--- src/rtl/ppu_pkg.sv ---
// Shared PPU types: mixer FSM states, colour index / shade types and the DMG palette lookup.
package ppu_pkg;

  typedef enum logic [1:0] {IDLE, DISCARD, DRAW, DONE} mixer_state_t;

  typedef logic [1:0] shade_t;
  typedef logic [1:0] color_idx_t;

  // A DMG palette packs four 2-bit shades, index 0 in the low bits.
  function automatic shade_t palette_map(input logic [7:0] palette, input color_idx_t idx);
    return palette[{idx, 1'b0} +: 2];
  endfunction

endpackage

--- src/rtl/pixel_priority_resolver.sv ---
// Combinational background/sprite arbitration followed by palette lookup.
module pixel_priority_resolver
  import ppu_pkg::*;
(
  input  logic       bg_ena,
  input  color_idx_t bg_pixel,
  input  logic       sprite_valid,
  input  color_idx_t sprite_pixel,
  input  logic       sprite_palette,
  input  logic       sprite_priority,
  input  logic [7:0] bgp,
  input  logic [7:0] obp0,
  input  logic [7:0] obp1,
  output shade_t     shade
);

  color_idx_t bg_idx;
  color_idx_t spr_idx;
  logic       spr_win;

  always_comb begin
    bg_idx  = bg_ena ? bg_pixel : 2'd0;
    spr_idx = sprite_valid ? sprite_pixel : 2'd0;
    // Index 0 is transparent for sprites; a behind-bg sprite only shows through bg colour 0.
    spr_win = (spr_idx != 2'd0) && (!sprite_priority || bg_idx == 2'd0);
    if (spr_win) shade = palette_map(sprite_palette ? obp1 : obp0, spr_idx);
    else         shade = palette_map(bgp, bg_idx);
  end

endmodule

--- src/rtl/pixel_mixer.sv ---
// PPU pixel mixer: pops bg/sprite FIFOs, drops SCX fine-scroll pixels, streams shades per line.
// Optional PIXEL_MIXER_SPRITE_MASK_EN adds sprite_mask_in to hide sprites for layer debugging.
module pixel_mixer
  import ppu_pkg::*;
#(
  parameter  int X_MAX = 160,
  localparam int XW    = $clog2(X_MAX)
) (
  input  logic          clk_in,
  input  logic          rst_in,
  input  logic          tclk_in,
  input  logic          line_start_in,
  input  logic [7:0]    SCX_in,
  input  logic          bg_ena_in,
  input  logic [7:0]    BGP_in,
  input  logic [7:0]    OBP0_in,
  input  logic [7:0]    OBP1_in,
  input  logic [1:0]    bg_pixel_in,
  input  logic          bg_valid_in,
  input  logic [1:0]    sprite_pixel_in,
  input  logic          sprite_valid_in,
  input  logic          sprite_palette_in,
  input  logic          sprite_priority_in,
`ifdef PIXEL_MIXER_SPRITE_MASK_EN
  input  logic          sprite_mask_in,
`endif
  output logic          rd_en_out,
  output logic [XW-1:0] X_out,
  output shade_t        shade_out,
  output logic          shade_valid_out,
  output logic          line_done_out
);

  localparam int STAGES = 1;

  mixer_state_t  state, state_nxt;
  logic [XW-1:0] x_cnt;
  logic [2:0]    disc_cnt;
  logic          pop;
  logic          last_px;
  logic          spr_vld;
  shade_t        shade_res;
  logic [STAGES:0] vld_pipe;
  logic          unused_scx;

  assign unused_scx = ^SCX_in[7:3];

`ifdef PIXEL_MIXER_SPRITE_MASK_EN
  assign spr_vld = sprite_valid_in && !sprite_mask_in;
`else
  assign spr_vld = sprite_valid_in;
`endif

  assign pop       = tclk_in && bg_valid_in && (state == DISCARD || state == DRAW);
  assign rd_en_out = pop;
  assign last_px   = (x_cnt == XW'(X_MAX - 1));

  pixel_priority_resolver u_resolver (
    .bg_ena          (bg_ena_in),
    .bg_pixel        (bg_pixel_in),
    .sprite_valid    (spr_vld),
    .sprite_pixel    (sprite_pixel_in),
    .sprite_palette  (sprite_palette_in),
    .sprite_priority (sprite_priority_in),
    .bgp             (BGP_in),
    .obp0            (OBP0_in),
    .obp1            (OBP1_in),
    .shade           (shade_res)
  );

  always_ff @(posedge clk_in or posedge rst_in) begin
    if (rst_in) state <= IDLE;
    else        state <= state_nxt;
  end

  always_comb begin
    state_nxt = state;
    if (line_start_in) begin
      state_nxt = (SCX_in[2:0] != 3'd0) ? DISCARD : DRAW;
    end else begin
      case (state)
        IDLE:    state_nxt = IDLE;
        DISCARD: if (pop && disc_cnt == 3'd1) state_nxt = DRAW;
        DRAW:    if (pop && last_px) state_nxt = DONE;
        DONE:    state_nxt = IDLE;
        default: state_nxt = IDLE;
      endcase
    end
  end

  // A line_start in the same cycle as a pop kills that pixel so nothing stale leaks out.
  assign vld_pipe[0]  = pop && (state == DRAW) && !line_start_in;
  assign shade_valid_out = vld_pipe[STAGES];

  always_ff @(posedge clk_in or posedge rst_in) begin
    if (rst_in) begin
      vld_pipe[STAGES:1] <= '0;
      x_cnt              <= '0;
      disc_cnt           <= 3'd0;
      X_out              <= '0;
      shade_out          <= 2'd0;
      line_done_out      <= 1'b0;
    end else begin
      vld_pipe[STAGES:1] <= vld_pipe[STAGES-1:0];
      line_done_out      <= (state == DONE) && !line_start_in;
      if (line_start_in) begin
        x_cnt    <= '0;
        disc_cnt <= SCX_in[2:0];
      end else if (pop) begin
        if (state == DISCARD) begin
          disc_cnt <= disc_cnt - 3'd1;
        end else begin
          shade_out <= shade_res;
          X_out     <= x_cnt;
          x_cnt     <= last_px ? '0 : x_cnt + 1'b1;
        end
      end
    end
  end

endmodule

--- config.mk ---
export PLATFORM = sky130hd
export DESIGN_NAME = pixel_mixer
export DESIGN_NICKNAME = d
export VERILOG_FILES = /design/src/rtl/ppu_pkg.sv /design/src/rtl/pixel_priority_resolver.sv /design/src/rtl/pixel_mixer.sv
export SDC_FILE = /design/constraint.sdc
export NUM_CORES = 1
export LEC_CHECK = 0
export CAP_MARGIN = 10
export CORE_ASPECT_RATIO = 0.9
export CORE_MARGIN = 4
export CORE_UTILIZATION = 30
export CTS_CLUSTER_DIAMETER = 80
export CTS_CLUSTER_SIZE = 20
export DETAILED_ROUTE_END_ITERATION = 8
export MAX_ROUTING_LAYER = met4
export PLACE_DENSITY = 0.64
export SYNTH_ARGS = -nofsm -noshare
export SYNTH_HDL_FRONTEND = slang
export SYNTH_HIERARCHICAL = 1
export SYNTH_SLANG_ARGS = --single-unit
--- constraint.sdc ---
create_clock -name clk_in -period 2.5 [get_ports clk_in]
set_input_delay 0.625 -clock clk_in [delete_from_list [all_inputs] [get_ports clk_in]]
set_output_delay 0.625 -clock clk_in [all_outputs]
set_load 0.02 [all_outputs]
Word level (Yosys, flattened, before mapping)
Cells that the tools add are included.
{ "totals": {"reg_bits": 25, "out_inout_bits": 13, "wordCells": 60} }
{ "op_classes": {"n_addsub": 2, "eq_ne": 8, "shift": 2, "mux": 16, "n_bitwise": 2, "n_reduce_logical": 23} }
{ "ops": {"columns": ["op", "n"], "rows": [
  ["8-bit two-way mux", 5],
  ["8-bit by 4-bit variable part select with 2-bit output", 2],
  ["2-bit two-way mux", 7],
  ["3-bit two-way mux", 3],
  ["8-bit by 1-bit adder with 8-bit output (second input constant)", 1],
  ["8-bit equality test (second input constant)", 1],
  ["1-bit logical AND", 8],
  ["3-bit != test (second input constant)", 2],
  ["2-bit one-hot mux with 3 select lines", 1],
  ["2-bit AND reduction", 3],
  ["2-bit nonzero test", 3],
  ["2-bit equality test (second input constant)", 2],
  ["2-bit logical NOT", 2],
  ["3-bit by 1-bit equality test with 1-bit output (second input constant)", 1],
  ["3-bit AND reduction", 1],
  ["3-bit nonzero test", 1],
  ["3-bit by 1-bit subtractor with 3-bit output (second input constant)", 1],
  ["2-bit by 1-bit equality test with 1-bit output (second input constant)", 1],
  ["1-bit logical NOT", 2],
  ["1-bit logical OR", 2],
  ["2-bit != test (second input constant)", 1],
  ["1-bit inverter", 2],
  ["2-bit OR reduction", 1]
]} }

Longest topological paths before layout
Gate-level depths: netlist of the first run.
{ "logic_depth": {"depth_word": 7, "ltp_mapped": 7} }

Hierarchy
Netlist of the first run, hierarchy kept.
{ "by_module_without_submodules": {"columns": ["module", "instances", "cells_per_inst", "area_each_um2", "seq_area_each_um2"], "rows": [
  ["pixel_mixer", 1, 110, 1316.3, 625.6],
  ["pixel_priority_resolver", 1, 27, 203.9, 0.0]
]} }

Worst setup path after synthesis of the first run
No wires, ideal clock.
{ "synth_path": {"path_type": "flip-flop to flip-flop", "start": "register state[0]", "end": "register X_out[0]", "setup_time_ps": 125, "arrival_time_ps": 1772, "setup_slack_ps": 603, "stages_incl_launch_ff": 8, "path_buffers": 2, "period_less_slack_ps": 1897, "cell_sequence": "dfrtp_1 -> inv_1 -> ha_1 -> nor4bb_4 -> buf_6 -> and2_4 -> buf_12 -> mux2_4"} }
{ "synth_between": {"elab_chain_len": 4, "word_cells_on_any_way": 6, "cone_classes": "eq/ne (2); bitwise (1); reduce/logical (3)"} }
{ "synth_lines": {"columns": ["element", "line", "source"], "rows": [
  ["from (decl)", "pixel_mixer.sv:36", "mixer_state_t state, state_nxt;"],
  ["from (signal assigned)", "pixel_mixer.sv:73", "else state <= state_nxt;"],
  ["2-bit by 1-bit equality test with 1-bit output / 2-bit equality test (equally long branches)", "pixel_mixer.sv:54, pixel_mixer.sv:110", null],
  ["1-bit logical OR", "pixel_mixer.sv:54", "assign pop = tclk_in && bg_valid_in && (state == DISCARD || state == DRAW);"],
  ["1-bit logical AND", "pixel_mixer.sv:54", null],
  ["3-bit AND reduction (no line) (*)", null, null],
  ["to (signal assigned)", "pixel_mixer.sv:114", "X_out <= x_cnt;"],
  ["to (decl)", "pixel_mixer.sv:28", "output logic [XW-1:0] X_out,"]
]} }
Every way passes the cells marked *; elsewhere a longest branch is shown, timed or not.
A chain may end at the register's enable or synchronous reset.

Worst setup path after layout of the first run
{ "layout_path": {"start": "input tclk_in", "end": "output rd_en_out"} }
{ "layout_between": {"elab_chain_len": 2} }
{ "layout_lines": {"columns": ["element", "line", "source"], "rows": [
  ["from (decl)", "pixel_mixer.sv:11", "input logic tclk_in,"],
  ["1-bit logical AND (2 in series)", "pixel_mixer.sv:54", null],
  ["to (decl)", "pixel_mixer.sv:27", "output logic rd_en_out,"]
]} }
Every way passes these cells.

==> results of run 1 <==
[critical path, delay by kind of cell]
| kind | cells | cell delay [ps] |
|---|---|---|
| buf+inv | 2 | 810 |
| simple gates | 1 | 180 |
[cell usage after synthesis]
cell type | n | area, sq um
sky130_fd_sc_hd__xor2_1 | 5 | 43.79
sky130_fd_sc_hd__a21oi_2 | 1 | 8.760
sky130_fd_sc_hd__dfrtp_1 | 25 | 625.6
sky130_fd_sc_hd__clkbuf_1 | 1 | 3.750
sky130_fd_sc_hd__and3b_1 | 1 | 8.760
sky130_fd_sc_hd__and4_1 | 1 | 8.760
sky130_fd_sc_hd__nand4b_1 | 1 | 8.760
sky130_fd_sc_hd__ha_1 | 7 | 87.58
sky130_fd_sc_hd__o21ai_1 | 7 | 35.03
sky130_fd_sc_hd__nand2_1 | 7 | 26.28
sky130_fd_sc_hd__a21o_1 | 1 | 7.510
sky130_fd_sc_hd__buf_6 | 1 | 11.26
sky130_fd_sc_hd__a31oi_1 | 2 | 12.51
sky130_fd_sc_hd__nor4bb_4 | 1 | 25.02
sky130_fd_sc_hd__a21boi_0 | 1 | 7.510
sky130_fd_sc_hd__inv_1 | 6 | 22.52
sky130_fd_sc_hd__or3_1 | 1 | 6.260
sky130_fd_sc_hd__o21ai_0 | 5 | 25.02
sky130_fd_sc_hd__clkinv_1 | 1 | 3.750
sky130_fd_sc_hd__mux2i_1 | 11 | 110.1
sky130_fd_sc_hd__buf_4 | 1 | 7.510
sky130_fd_sc_hd__nor3_1 | 1 | 5.000
sky130_fd_sc_hd__nor2_1 | 8 | 30.03
sky130_fd_sc_hd__and4bb_1 | 2 | 25.02
sky130_fd_sc_hd__o32a_1 | 1 | 10.01
sky130_fd_sc_hd__and2_4 | 1 | 8.760
sky130_fd_sc_hd__mux2_4 | 10 | 150.1
sky130_fd_sc_hd__nor2b_1 | 1 | 6.260
sky130_fd_sc_hd__and3_1 | 1 | 6.260
sky130_fd_sc_hd__o21a_1 | 1 | 7.510
sky130_fd_sc_hd__o32ai_1 | 1 | 8.760
sky130_fd_sc_hd__buf_12 | 1 | 20.02
sky130_fd_sc_hd__nand3_1 | 4 | 20.02
sky130_fd_sc_hd__a21oi_1 | 4 | 20.02
sky130_fd_sc_hd__nand2b_1 | 1 | 6.260
sky130_fd_sc_hd__o22ai_1 | 2 | 12.51
sky130_fd_sc_hd__xnor2_1 | 3 | 26.28
sky130_fd_sc_hd__nand4_1 | 3 | 18.77
sky130_fd_sc_hd__o311a_2 | 1 | 11.26
sky130_fd_sc_hd__or3b_1 | 1 | 8.760
sky130_fd_sc_hd__o211ai_1 | 3 | 22.52
[final cells by class]
type	instances	area, sq um
clock buffers	4	45.04
fillers	464	2729
inverters	7	26.28
multi-input cells	101	825.8
flip-flops and latches	25	625.6
well taps	65	81.33
repair buffers	55	531.8
[cell families (layout without fill, tap and decap cells)]
family	Yosys count	count (layout)	share of synthesized area
and+or+nand+nor	35	35	0.1440
DFF	25	25	0.4115
buffers and inverters	11	66	0.04526
AOI/OAI and AO/OA	30	30	0.1243
adders and majority gates	7	7	0.05761
muxes	21	21	0.1712
xor gates and xnor gates	8	8	0.04609
[power groups by stage]
| stage | clock network, mW | logic [mW] | registers [mW] |
|---|---|---|---|
| floorplan | 0 | 0.311 | 0.540 |
| global placement | 0 | 0.546 | 0.512 |
| detailed placement | 0 | 0.549 | 0.512 |
| CTS | 0.242 | 0.549 | 0.504 |
| global route | 0.259 | 0.596 | 0.512 |
| finish | 0.236 | 0.542 | 0.502 |
[cells in the final DEF (no fill, tap or decap), types with 2 or more instances in the layout]
cell type	n
sky130_fd_sc_hd__clkdlybuf4s50_1	47
sky130_fd_sc_hd__dfrtp_1	25
sky130_fd_sc_hd__mux2i_1	11
sky130_fd_sc_hd__mux2_4	10
sky130_fd_sc_hd__nor2_1	8
sky130_fd_sc_hd__nand2_1	7
sky130_fd_sc_hd__o21ai_1	7
sky130_fd_sc_hd__ha_1	7
sky130_fd_sc_hd__buf_4	7
sky130_fd_sc_hd__inv_1	6
sky130_fd_sc_hd__o21ai_0	5
sky130_fd_sc_hd__xor2_1	5
sky130_fd_sc_hd__a21oi_1	4
sky130_fd_sc_hd__nand3_1	4
sky130_fd_sc_hd__xnor2_1	3
sky130_fd_sc_hd__nand4_1	3
sky130_fd_sc_hd__o211ai_1	3
sky130_fd_sc_hd__clkbuf_8	3
sky130_fd_sc_hd__and4bb_1	2
sky130_fd_sc_hd__a31oi_1	2
sky130_fd_sc_hd__o22ai_1	2
[metal layers]
metal / GRT usage / up-vias / wire [um]
li1: - / 607 / -
met5: - / - / 0
met1: 0.1268 / 544 / 1536
met3: 0.02486 / 4 / 104
met2: 0.1735 / 23 / 1474
met4: 0.02722 / 0 / 37
[per-stage QoR]
step                      cells  cell area [sq um]
final                       257               2136
after global routing        257               2136
after CTS                   257               2136
after detailed placement    253               2092
after global placement      253               2092
after floorplan             137               1520
[sequential cells by signal (all words and copies together) (netlist names)]
name and cells:
shade_out 2, X_out 8, shade_valid_out 1, line_done_out 1, state 2, x_cnt 8, disc_cnt 3
[worst paths after layout]
| check | startpoint | to | slack, ps | cells after the start |
|---|---|---|---|---|
| max in group asynchronous | rst_in | line_done_out$_DFF_PP0_ | 1550 | 3 |
| hold / removal | shade_out[1]$_DFFE_PP0P_ | shade_out[1]$_DFFE_PP0P_ | 520 | 1 |
| min in group asynchronous | rst_in | shade_out[1]$_DFFE_PP0P_ | 710 | 3 |
| setup reg to reg | state[0]$_DFFE_PP0P_ | X_out[4]$_DFFE_PP0P_ | 540 | 6 |
| hold reg to reg | shade_out[1]$_DFFE_PP0P_ | shade_out[1]$_DFFE_PP0P_ | 520 | 1 |
| setup / recovery | tclk_in | rd_en_out | 260 | 3 |
[repair_timing]
item,4_1_cts,5_1_grt
hold buffers,0,0
endpoints found under the setup margin,1,0
gates resized for setup,1,0
==> impl_results.html, run 1 <==
<table>
<tr><th>Metric</th><th>Value</th></tr>
<tr><th colspan="2">Die</th></tr>
<tr><td>Effective utilization at floorplan</td><td>0.3125</td></tr>
<tr><td>Site Rows</td><td>24</td></tr>
<tr><td>Die extent in x</td><td>~83 um</td></tr>
<tr><td>Placeable core area</td><td>roughly 4900 sq um</td></tr>
<tr><td>Number of top-level design ports</td><td>58</td></tr>
<tr><td>Area enclosed by the die boundary</td><td>about 6300 sq um</td></tr>
<tr><td>Die height</td><td>between 70 and 80 um</td></tr>
<tr><th colspan="2">Clock network</th></tr>
<tr><td>Maximum root-to-sink buffer count</td><td>2</td></tr>
<tr><td>Root Driver</td><td>sky130_fd_sc_hd__clkbuf_8</td></tr>
<tr><td>CTS clk-pin slew, worst paths</td><td>80 ps</td></tr>
<tr><td>Post-CTS Setup Inserts</td><td>0</td></tr>
<tr><td>Clock tree from TritonCTS</td><td>built</td></tr>
<tr><td>H-tree level count</td><td>1</td></tr>
<tr><td>Clock buffers created by TritonCTS</td><td>3</td></tr>
<tr><td>Clock latency of the later-clocked register in the worst-skew pair</td><td>about 270 ps</td></tr>
<tr><td>Clock net sink count</td><td>25</td></tr>
<tr><th colspan="2">Timing</th></tr>
<tr><td>Final period utilization</td><td>0.8941</td></tr>
<tr><td>Final worst path period need</td><td>~2200 ps</td></tr>
<tr><td>Slew at the pin with the worst max-slew slack</td><td>approximately 340 ps</td></tr>
<tr><td>Final-report setup violation count</td><td>0</td></tr>
<tr><td>Final worst-path setup slack</td><td>between 200 and 300 ps</td></tr>
<tr><td>Final Hold Violating Endpoints</td><td>0</td></tr>
<tr><td>Worst slack on hold paths</td><td>just over 500 ps</td></tr>
<tr><td>Worst rel slew slack</td><td>0.7726</td></tr>
<tr><td>Maximum clock skew at final layout</td><td>approximately 3.3 ps</td></tr>
<tr><td>Total negative setup slack</td><td>0 ps</td></tr>
<tr><td>Setup repair after global routing missed its margin</td><td>false</td></tr>
<tr><td>Highest clock frequency the design can meet</td><td>447.4 MHz</td></tr>
<tr><td>Final count of pins violating max slew</td><td>0</td></tr>
<tr><th colspan="2">Global route</th></tr>
<tr><td>Wire length of the first global-routing pass</td><td>between 5 and 6 mm</td></tr>
<tr><td>GRT Residual Overflow</td><td>0</td></tr>
<tr><td>GRT Total Usage</td><td>0.1032</td></tr>
<tr><td>Number of antenna violations at the first check in global routing</td><td>0</td></tr>
<tr><td>Vias in the first global route</td><td>1137</td></tr>
<tr><td>Largest net degree at the start of global routing</td><td>26</td></tr>
<tr><th colspan="2">Min path</th></tr>
<tr><td>Worst hold path class</td><td>reg -&gt; reg</td></tr>
<tr><th colspan="2">Pwr</th></tr>
<tr><td>PwrDens</td><td>599.2 nW/um^2</td></tr>
<tr><td>Net switching power figure</td><td>0.4062 mW</td></tr>
<tr><td>Power share of the combinational group</td><td>0.423</td></tr>
<tr><td>IR drop worst, VDD</td><td>around 0.33 mV</td></tr>
<tr><td>Switching part of the total power</td><td>0.3174</td></tr>
<tr><td>P_leak</td><td>approximately 0.94 nW</td></tr>
<tr><td>Cell-internal power</td><td>roughly 0.87 mW</td></tr>
<tr><td>Clock Power Share</td><td>0.184</td></tr>
<tr><td>Total power of the final layout</td><td>between 1 and 1.5 mW</td></tr>
<tr><td>Fraction of power consumed by sequential logic</td><td>0.392</td></tr>
<tr><th colspan="2">Finish</th></tr>
<tr><td>Synth-to-layout area growth</td><td>40.49%</td></tr>
<tr><td>Net count reported at finish</td><td>about 250</td></tr>
<tr><td>Layout Utilization</td><td>0.4390</td></tr>
<tr><td>Antenna Cells</td><td>0</td></tr>
<tr><td>Share of post-route cells with drive strength above 1</td><td>0.1250</td></tr>
<tr><th colspan="2">Synth</th></tr>
<tr><td>Post-synthesis instance area</td><td>~1500 sq um</td></tr>
<tr><td>Synth Instances</td><td>137</td></tr>
<tr><td>Number of library cell types mapped by synthesis</td><td>41</td></tr>
<tr><td>Number of nets produced by synthesis</td><td>189</td></tr>
<tr><td>Number of synthesis warnings</td><td>6</td></tr>
<tr><td>Synthesis-stage register bit count</td><td>25</td></tr>
<tr><td>Sequential element share of the synthesized area</td><td>0.4115</td></tr>
<tr><td>Synthesized area per cell</td><td>11.10 sq um</td></tr>
<tr><th colspan="2">Critical path</th></tr>
<tr><td>Cell with the biggest individual delay on the critical path</td><td>sky130_fd_sc_hd__clkdlybuf4s50_1</td></tr>
<tr><td>Required time worst endpoint</td><td>approximately 1900 ps</td></tr>
<tr><td>Largest fanout on the critical path</td><td>2</td></tr>
<tr><td>Worst path arrival time</td><td>roughly 1600 ps</td></tr>
<tr><td>Worst setup SP type</td><td>primary input</td></tr>
<tr><td>Worst path max stage delay</td><td>between 400 and 500 ps</td></tr>
<tr><td>Cell breakdown of the critical path</td><td>clkdlybuf4s50_1, and3b_1, dlygate4sd2_1</td></tr>
<tr><td>Crit path capture type</td><td>primary output</td></tr>
<tr><td>Crit Path Category</td><td>in -&gt; out</td></tr>
<tr><th colspan="2">Drt</th></tr>
<tr><td>Total via count after detailed routing</td><td>1178</td></tr>
<tr><td>Post-detailed-route count of antenna-violating nets</td><td>0</td></tr>
<tr><td>1st-iter DRT viols</td><td>35</td></tr>
<tr><td>Total Wirelength</td><td>approximately 3.2 mm</td></tr>
<tr><td>Wire length per cell after detailed routing</td><td>~12 um</td></tr>
<tr><td>Drt drc</td><td>0</td></tr>
<tr><td>1st-pass router iterations</td><td>4</td></tr>
<tr><td>Detail-routed via count per cell</td><td>roughly 4.6</td></tr>
<tr><th colspan="2">Place</th></tr>
<tr><td>Final estimated routing congestion in global placement</td><td>between 0.7 and 0.8</td></tr>
<tr><td>Worst setup slack before clock tree synthesis</td><td>-13.96 ps</td></tr>
<tr><td>HPWL after detailed placement</td><td>around 2.5 mm</td></tr>
<tr><td>Number of port buffers</td><td>48</td></tr>
<tr><th colspan="2">Run status</th></tr>
<tr><td>Status</td><td>finished clean</td></tr>
<tr><th colspan="2">Job</th></tr>
<tr><td>Max-cap violation count</td><td>0</td></tr>
</table>
Note: power is estimated with default switching activity, not from simulation.
==> inputs of run 2 (changes only) <==
--- a/config.mk
+++ b/config.mk
@@ -5,7 +5,7 @@
 export SDC_FILE = /design/constraint.sdc
 export NUM_CORES = 1
 export LEC_CHECK = 0
-export CAP_MARGIN = 10
+export CAP_MARGIN = 15
 export CORE_ASPECT_RATIO = 0.9
 export CORE_MARGIN = 4
 export CORE_UTILIZATION = 30
@@ -13,7 +13,7 @@
 export CTS_CLUSTER_SIZE = 20
 export DETAILED_ROUTE_END_ITERATION = 8
 export MAX_ROUTING_LAYER = met4
-export PLACE_DENSITY = 0.64
+export PLACE_DENSITY = 0.66
 export SYNTH_ARGS = -nofsm -noshare
 export SYNTH_HDL_FRONTEND = slang
 export SYNTH_HIERARCHICAL = 1
==> constraint.sdc (replaced) <==
create_clock -name clk_in -period 1.9 [get_ports clk_in]
set_input_delay 0.475 -clock clk_in [delete_from_list [all_inputs] [get_ports clk_in]]
set_output_delay 0.475 -clock clk_in [all_outputs]
set_load 0.02 [all_outputs]
==> run 2 against run 1 <==
- clock skew increased by 1.8 ps
- first-iteration DRC count rose by 34%
- core utilization grew 2.0 points
- power increased by 47%
- die area is the same
- via count is 3.9% higher
- cell count grew 3.9%
- worst hold slack lost 0.65 ps
- sequential share of layout area fell by 1.3 points
- critical path depth increased by 3
- routed wire length is 11% higher
==> impl_results.html, run 2 (same netlist as run 1, synthesis figures left out) <==
<table>
<tr><th>Metric</th><th>Value</th></tr>
<tr><th colspan="2">Drt</th></tr>
<tr><td>Post-detailed-route count of antenna-violating nets</td><td>0</td></tr>
<tr><td>Drt drc</td><td>0</td></tr>
<tr><td>1st-iter DRT viols</td><td>47</td></tr>
<tr><td>Total via count after detailed routing</td><td>roughly 1.2k</td></tr>
<tr><td>1st-pass router iterations</td><td>4</td></tr>
<tr><td>Wire length per cell after detailed routing</td><td>~13 um</td></tr>
<tr><td>Detail-routed via count per cell</td><td>between 4 and 5</td></tr>
<tr><td>Total Wirelength</td><td>3.509 mm</td></tr>
<tr><th colspan="2">Critical path</th></tr>
<tr><td>Required time worst endpoint</td><td>about 2000 ps</td></tr>
<tr><td>Crit. Startpoint</td><td>state[0]$_DFFE_PP0P_</td></tr>
<tr><td>Worst r2r src</td><td>state[0]$_DFFE_PP0P_</td></tr>
<tr><td>Worst path arrival time</td><td>2020 ps</td></tr>
<tr><td>R2r setup slk</td><td>about 35 ps</td></tr>
<tr><td>Largest fanout on the critical path</td><td>5</td></tr>
<tr><td>Worst r2r dst</td><td>X_out[4]$_DFFE_PP0P_</td></tr>
<tr><td>Worst r2r path cells</td><td>6</td></tr>
<tr><td>Crit Path Category</td><td>reg -&gt; reg</td></tr>
<tr><td>Worst setup SP type</td><td>flip-flop</td></tr>
<tr><td>Crit path capture type</td><td>flip-flop</td></tr>
<tr><th colspan="2">Min path</th></tr>
<tr><td>Hold path start</td><td>X_out[3]$_DFFE_PP0P_</td></tr>
<tr><td>Hold Crit Depth</td><td>1</td></tr>
<tr><td>Worst hold path class</td><td>reg -&gt; reg</td></tr>
<tr><td>Hold path endpoint</td><td>X_out[3]$_DFFE_PP0P_</td></tr>
<tr><th colspan="2">Clock network</th></tr>
<tr><td>Clock latency of the later-clocked register in the worst-skew pair</td><td>between 200 and 300 ps</td></tr>
<tr><td>Number of buffers added to fix hold violations after cts</td><td>0</td></tr>
<tr><td>Clock net sink count</td><td>25</td></tr>
<tr><td>Clock buffers created by TritonCTS</td><td>3</td></tr>
<tr><td>Clock tree from TritonCTS</td><td>built</td></tr>
<tr><td>Maximum root-to-sink buffer count</td><td>2</td></tr>
<tr><td>CTS clk-pin slew, worst paths</td><td>roughly 90 ps</td></tr>
<tr><td>H-tree level count</td><td>1</td></tr>
<tr><td>Root Driver</td><td>sky130_fd_sc_hd__clkbuf_8</td></tr>
<tr><th colspan="2">Pwr</th></tr>
<tr><td>Power share of the combinational group</td><td>0.482</td></tr>
<tr><td>Fraction of power consumed by sequential logic</td><td>0.352</td></tr>
<tr><td>Switching part of the total power</td><td>0.3206</td></tr>
<tr><td>PwrDens</td><td>roughly 840 nW/um^2</td></tr>
<tr><td>P_leak</td><td>0.9861 nW</td></tr>
<tr><td>Net switching power figure</td><td>approximately 0.6 mW</td></tr>
<tr><td>Clock Power Share</td><td>0.166</td></tr>
<tr><td>Cell-internal power</td><td>~1.3 mW</td></tr>
<tr><td>IR drop worst, VDD</td><td>0.3247 mV</td></tr>
<tr><th colspan="2">Timing</th></tr>
<tr><td>Final worst path period need</td><td>1865 ps</td></tr>
<tr><td>Final-report setup violation count</td><td>0</td></tr>
<tr><td>Highest clock frequency the design can meet</td><td>about 540 MHz</td></tr>
<tr><td>Slew at the pin with the worst max-slew slack</td><td>roughly 310 ps</td></tr>
<tr><td>Total negative setup slack</td><td>0 ps</td></tr>
<tr><td>Final Hold Violating Endpoints</td><td>0</td></tr>
<tr><td>Setup repair after global routing missed its margin</td><td>true</td></tr>
<tr><td>Final count of pins violating max slew</td><td>0</td></tr>
<tr><td>Maximum clock skew at final layout</td><td>about 5.2 ps</td></tr>
<tr><td>Worst rel slew slack</td><td>0.7891</td></tr>
<tr><td>Final period utilization</td><td>0.9814</td></tr>
<tr><th colspan="2">Finish</th></tr>
<tr><td>Most common cell after layout, fill and taps aside</td><td>sky130_fd_sc_hd__clkdlybuf4s50_1</td></tr>
<tr><td>Biggest regs</td><td>X_out (8), x_cnt (8), disc_cnt (3)</td></tr>
<tr><td>Synth-to-layout area growth</td><td>46.83%</td></tr>
<tr><td>Antenna Cells</td><td>0</td></tr>
<tr><td>Net count reported at finish</td><td>255</td></tr>
<tr><td>Share of post-route cells with drive strength above 1</td><td>0.1931</td></tr>
<tr><td>Filler Cell Count</td><td>between 400 and 500</td></tr>
<tr><td>Final instance area</td><td>~2200 sq um</td></tr>
<tr><td>Top library cells by usage in the layout, fill and taps aside</td><td>sky130_fd_sc_hd__clkdlybuf4s50_1, sky130_fd_sc_hd__dfrtp_1, sky130_fd_sc_hd__buf_4</td></tr>
<tr><th colspan="2">Global route</th></tr>
<tr><td>Wire length of the first global-routing pass</td><td>between 5 and 6 mm</td></tr>
<tr><td>Number of antenna violations at the first check in global routing</td><td>0</td></tr>
<tr><td>GRT Total Usage</td><td>0.1173</td></tr>
<tr><td>Global route hottest layer</td><td>met2</td></tr>
<tr><td>GR Util met1</td><td>0.1539</td></tr>
<tr><td>Met3 GRT Util</td><td>0.01405</td></tr>
<tr><td>GRT Residual Overflow</td><td>0</td></tr>
<tr><td>Met2 track utilization from global routing</td><td>0.1948</td></tr>
<tr><td>Vias in the first global route</td><td>~1.3k</td></tr>
<tr><td>Largest net degree at the start of global routing</td><td>26</td></tr>
<tr><th colspan="2">Place</th></tr>
<tr><td>Final estimated routing congestion in global placement</td><td>0.7709</td></tr>
<tr><td>HPWL after detailed placement</td><td>between 2 and 3 mm</td></tr>
<tr><td>Area after DPL</td><td>approximately 2100 sq um</td></tr>
<tr><td>Number of port buffers</td><td>48</td></tr>
<tr><th colspan="2">Die</th></tr>
<tr><td>Die height</td><td>75.53 um</td></tr>
<tr><td>Die extent in x</td><td>83.04 um</td></tr>
<tr><td>Number of top-level design ports</td><td>58</td></tr>
<tr><td>Placeable core area</td><td>approximately 4900 sq um</td></tr>
<tr><td>Site Rows</td><td>24</td></tr>
<tr><td>Effective utilization at floorplan</td><td>0.3125</td></tr>
<tr><td>Area enclosed by the die boundary</td><td>~6300 sq um</td></tr>
<tr><th colspan="2">Job</th></tr>
<tr><td>Max-cap violation count</td><td>0</td></tr>
<tr><th colspan="2">Run status</th></tr>
<tr><td>Status</td><td>finished clean</td></tr>
</table>
-- run 2: changes by cell type in the layout (fill, tap and decap cells not counted) --
| cell | previous run | this run |
|---|---|---|
| sky130_fd_sc_hd__buf_4 | 7 | 14 |
| sky130_fd_sc_hd__buf_6 | 0 | 2 |
| sky130_fd_sc_hd__dlygate4sd2_1 | 1 | 0 |
| sky130_fd_sc_hd__clkinv_2 | 0 | 1 |
| sky130_fd_sc_hd__clkbuf_1 | 1 | 0 |
| sky130_fd_sc_hd__buf_2 | 0 | 1 |
| sky130_fd_sc_hd__inv_1 | 6 | 5 |
| sky130_fd_sc_hd__and2_4 | 1 | 2 |
| sky130_fd_sc_hd__ha_4 | 0 | 1 |
| sky130_fd_sc_hd__ha_2 | 0 | 1 |
| sky130_fd_sc_hd__ha_1 | 7 | 5 |
| sky130_fd_sc_hd__inv_2 | 0 | 1 |
-- run 2: power by group through the flow --
| stage | combinational (mW) | clock, mW | sequential [mW] |
|---|---|---|---|
| 2_1_floorplan | 0.409 | 0 | 0.711 |
| 5_1_grt | 0.986 | 0.348 | 0.669 |
| 6_report | 0.906 | 0.313 | 0.662 |
| 3_5_place_dp | 0.811 | 0 | 0.665 |
| 3_3_place_gp | 0.800 | 0 | 0.661 |
| 4_1_cts | 0.820 | 0.327 | 0.657 |
-- run 2: stage by stage --
step | util | cells | worst slack [ps] | power [mW] | hold WS [ps]
2_1_floorplan | - | 137 | 3.171 | 1.120 | 502.3
3_3_place_gp | 0.4408 | 260 | -308.3 | 1.461 | 494.8
3_5_place_dp | 0.4408 | 260 | -326.8 | 1.476 | 490.8
5_1_grt | 0.4588 | 267 | -11.65 | 2.004 | 529.8
6_report | 0.4588 | 267 | 35.28 | 1.881 | 516.1
4_1_cts | 0.4511 | 265 | 2.876 | 1.804 | 523.5
-- run 2: final cells by class --
cell class,count,area (sq um),area share
clock buffer,3,41.29,0.01850
clock inverter,1,5.005,0.002242
inverter,7,26.28,0.01177
multi-input combinational,102,849.6,0.3806
sequential,25,625.6,0.2803
tap,65,81.33,0.03643
timing repair buffer,64,603.1,0.2702
-- run 2: critical path, cell delays in order (launching register included) --
cell,delay [ps]
sky130_fd_sc_hd__dfrtp_1,400
sky130_fd_sc_hd__inv_2,90
sky130_fd_sc_hd__ha_4,200
sky130_fd_sc_hd__buf_6,120
sky130_fd_sc_hd__nor4bb_4,360
sky130_fd_sc_hd__and2_4,270
sky130_fd_sc_hd__mux2_4,310
-- run 2: worst max-delay path by stage --
stage / to / slack, ps / depth (start not counted)
4_1_cts: X_out[4]$_DFFE_PP0P_ / 3 / 6
6_report: X_out[4]$_DFFE_PP0P_ / 40 / 6
3_3_place_gp: rd_en_out / -310 / 3
3_5_place_dp: rd_en_out / -330 / 3
2_1_floorplan: X_out[0]$_DFFE_PP0P_ / 3 / 7
5_1_grt: X_out[4]$_DFFE_PP0P_ / -10 / 6
-- run 2: per-layer routing --
metal  up-vias  part of all wire
li1        626                 -
met1       573              0.46
met2        22              0.51
met3         3             0.023
met4         0            0.0077
met5         -                 0
-- run 2: timing repair --
action	4_1_cts	5_1_grt
buffers inserted	0	2
gates cloned	1	0
endpoints found under the setup margin	11	15
pin swaps	3	3
resized for setup	6	4
==> inputs of run 3 (changes only) <==
--- a/config.mk
+++ b/config.mk
@@ -13,7 +13,7 @@
 export CTS_CLUSTER_SIZE = 20
 export DETAILED_ROUTE_END_ITERATION = 8
 export MAX_ROUTING_LAYER = met4
-export PLACE_DENSITY = 0.66
+export PLACE_DENSITY_LB_ADDON = 0.05
 export SYNTH_ARGS = -nofsm -noshare
 export SYNTH_HDL_FRONTEND = slang
 export SYNTH_HIERARCHICAL = 1
==> run 3 against run 2 <==
- core utilization rose by 0.21 points
- global-route usage rose by 0.13 points
- power rose by 0.81%
- largest power group unchanged
- clock skew rose by 6.0 ps
- critical path depth fell by 1
- sequential share of layout area fell by 0.13 points
- routed wire length rose by 0.11%
- via count rose by 0.49%
==> impl_results.html, run 3 (same netlist as run 1, synthesis figures left out) <==
<table>
<tr><th>Metric</th><th>Value</th></tr>
<tr><th colspan="2">Global route</th></tr>
<tr><td>Wire length of the first global-routing pass</td><td>5.809 mm</td></tr>
<tr><td>GRT Total Usage</td><td>0.1186</td></tr>
<tr><td>Number of antenna violations at the first check in global routing</td><td>0</td></tr>
<tr><td>GRT Residual Overflow</td><td>0</td></tr>
<tr><td>Largest net degree at the start of global routing</td><td>26</td></tr>
<tr><td>Vias in the first global route</td><td>approximately 1.3k</td></tr>
<tr><th colspan="2">Finish</th></tr>
<tr><td>Net count reported at finish</td><td>253</td></tr>
<tr><td>Biggest regs</td><td>X_out (8), x_cnt (8), disc_cnt (3)</td></tr>
<tr><td>Top library cells by usage in the layout, fill and taps aside</td><td>sky130_fd_sc_hd__clkdlybuf4s50_1, sky130_fd_sc_hd__dfrtp_1, sky130_fd_sc_hd__mux2i_1, sky130_fd_sc_hd__buf_4, sky130_fd_sc_hd__mux2_4</td></tr>
<tr><td>Filler Cell Count</td><td>489</td></tr>
<tr><td>Reg area</td><td>about 630 sq um</td></tr>
<tr><td>Share of post-route cells with drive strength above 1</td><td>0.1900</td></tr>
<tr><td>Antenna Cells</td><td>0</td></tr>
<tr><td>Multi-input combinational cell area</td><td>between 800 and 900 sq um</td></tr>
<tr><td>Most common cell after layout, fill and taps aside</td><td>sky130_fd_sc_hd__clkdlybuf4s50_1</td></tr>
<tr><td>Synth-to-layout area growth</td><td>47.49%</td></tr>
<tr><th colspan="2">Die</th></tr>
<tr><td>Effective utilization at floorplan</td><td>0.3125</td></tr>
<tr><td>Area enclosed by the die boundary</td><td>between 6000 and 7000 sq um</td></tr>
<tr><td>Number of top-level design ports</td><td>58</td></tr>
<tr><td>Die height</td><td>~76 um</td></tr>
<tr><td>Site Rows</td><td>24</td></tr>
<tr><td>Die extent in x</td><td>83.04 um</td></tr>
<tr><td>Placeable core area</td><td>4865 sq um</td></tr>
<tr><th colspan="2">Drt</th></tr>
<tr><td>1st-iter DRT viols</td><td>50</td></tr>
<tr><td>Post-detailed-route count of antenna-violating nets</td><td>0</td></tr>
<tr><td>1st-pass router iterations</td><td>4</td></tr>
<tr><td>Total Wirelength</td><td>approximately 3.5 mm</td></tr>
<tr><td>Drt drc</td><td>0</td></tr>
<tr><td>Total via count after detailed routing</td><td>around 1.2k</td></tr>
<tr><td>Wire length per cell after detailed routing</td><td>around 13 um</td></tr>
<tr><td>Detail-routed via count per cell</td><td>~4.6</td></tr>
<tr><th colspan="2">Min path</th></tr>
<tr><td>Hold Crit Depth</td><td>1</td></tr>
<tr><td>Worst hold path class</td><td>reg -&gt; reg</td></tr>
<tr><th colspan="2">Critical path</th></tr>
<tr><td>R2r setup slk</td><td>about 36 ps</td></tr>
<tr><td>Worst path arrival time</td><td>2020 ps</td></tr>
<tr><td>Crit Path Category</td><td>reg -&gt; reg</td></tr>
<tr><td>Crit path capture type</td><td>flip-flop</td></tr>
<tr><td>Worst setup SP type</td><td>flip-flop</td></tr>
<tr><td>Required time worst endpoint</td><td>between 2000 and 2500 ps</td></tr>
<tr><td>Worst r2r path cells</td><td>5</td></tr>
<tr><td>Largest fanout on the critical path</td><td>5</td></tr>
<tr><th colspan="2">Place</th></tr>
<tr><td>Final estimated routing congestion in global placement</td><td>around 0.71</td></tr>
<tr><td>Number of port buffers</td><td>48</td></tr>
<tr><td>HPWL after detailed placement</td><td>2.711 mm</td></tr>
<tr><th colspan="2">Pwr</th></tr>
<tr><td>IR drop worst, VDD</td><td>~0.38 mV</td></tr>
<tr><td>PwrDens</td><td>between 800 and 900 nW/um^2</td></tr>
<tr><td>P_leak</td><td>roughly 0.99 nW</td></tr>
<tr><td>Total power of the final layout</td><td>1.896 mW</td></tr>
<tr><th colspan="2">Timing</th></tr>
<tr><td>Maximum clock skew at final layout</td><td>11.20 ps</td></tr>
<tr><td>Final period utilization</td><td>0.9808</td></tr>
<tr><td>Final worst path period need</td><td>~1900 ps</td></tr>
<tr><td>Slew at the pin with the worst max-slew slack</td><td>~320 ps</td></tr>
<tr><td>Worst slack on hold paths</td><td>517.4 ps</td></tr>
<tr><td>Final count of pins violating max slew</td><td>0</td></tr>
<tr><td>Setup repair after global routing missed its margin</td><td>true</td></tr>
<tr><td>Final-report setup violation count</td><td>0</td></tr>
<tr><td>Worst rel slew slack</td><td>0.7844</td></tr>
<tr><td>Highest clock frequency the design can meet</td><td>536.6 MHz</td></tr>
<tr><td>Final Hold Violating Endpoints</td><td>0</td></tr>
<tr><th colspan="2">Clock network</th></tr>
<tr><td>H-tree level count</td><td>1</td></tr>
<tr><td>Clock net sink count</td><td>25</td></tr>
<tr><td>Clock tree from TritonCTS</td><td>built</td></tr>
<tr><td>Maximum root-to-sink buffer count</td><td>2</td></tr>
<tr><td>CTS clk-pin slew, worst paths</td><td>around 80 ps</td></tr>
<tr><td>Clock buffers created by TritonCTS</td><td>3</td></tr>
<tr><td>Root Driver</td><td>sky130_fd_sc_hd__clkbuf_8</td></tr>
<tr><td>Clock latency of the later-clocked register in the worst-skew pair</td><td>270 ps</td></tr>
<tr><th colspan="2">Run status</th></tr>
<tr><td>Status</td><td>finished clean</td></tr>
<tr><th colspan="2">Job</th></tr>
<tr><td>Max-cap violation count</td><td>0</td></tr>
</table>
[run 3: per-layer routing]
metal	up-vias	share of wire	GRT usage
met3	4	0.048	0.02919
met4	0	0.012	0.03267
li1	623	-	-
met5	-	0	-
met1	573	0.48	0.1495
met2	30	0.46	0.1931
[run 3: timing repair]
action                     CTS  global route
resized for setup            7             9
cloned                       1             0
buffers inserted             0             1
pin swaps                    0             3
setup endpoints to repair   11            14
hold endpoints to repair     0             0
hold buffers                 0             0
[run 3: worst paths after layout]
check                                startpoint                  endpoint
setup / recovery           state[1]$_DFFE_PP0P_      X_out[1]$_DFFE_PP0P_
hold / removal             X_out[0]$_DFFE_PP0P_      X_out[0]$_DFFE_PP0P_
setup reg to reg           state[1]$_DFFE_PP0P_      X_out[1]$_DFFE_PP0P_
hold reg to reg            X_out[0]$_DFFE_PP0P_      X_out[0]$_DFFE_PP0P_
max in group asynchronous                rst_in      x_cnt[2]$_DFFE_PP0P_
min in group asynchronous                rst_in  shade_out[1]$_DFFE_PP0P_
[run 3: layout make-up]
type                       count  share of cell area
clock buffer                   3             0.01842
clock inverter                 1            0.003348
inverter                       7             0.01172
multi-input combinational    102              0.3834
sequential                    25              0.2790
tap                           65             0.03627
timing repair buffer          62              0.2679
[run 3: stage by stage]
| step | setup slack, ps | cell area [sq um] | utilization | TNS [ps] | std cells |
|---|---|---|---|---|---|
| after floorplan | 3.171 | 1520 | - | 0 | 137 |
| after global placement | -304.0 | 2137 | 0.4393 | -2874 | 259 |
| after detailed placement | -318.6 | 2137 | 0.4393 | -3197 | 259 |
| after CTS | 14.26 | 2206 | 0.4534 | 0 | 264 |
| after global routing | -38.13 | 2242 | 0.4609 | -192.6 | 265 |
| final | 36.43 | 2242 | 0.4609 | 0 | 265 |
[run 3: worst max-delay path, stage by stage, from the launching register on]
cell and delay [ps]:
sky130_fd_sc_hd__dfrtp_1 430, sky130_fd_sc_hd__ha_4 260, sky130_fd_sc_hd__buf_6 120, sky130_fd_sc_hd__nor4bb_4 350, sky130_fd_sc_hd__and2_4 290, sky130_fd_sc_hd__mux2_4 310
[run 3: where the power goes]
group          switching, mW  internal [mW]  total [mW]  leakage [nW]
registers             0.0545          0.607       0.662         0.335
logic                  0.383          0.527       0.909         0.629
clock network          0.176          0.149       0.325        0.0217
total                  0.613           1.28        1.90         0.985
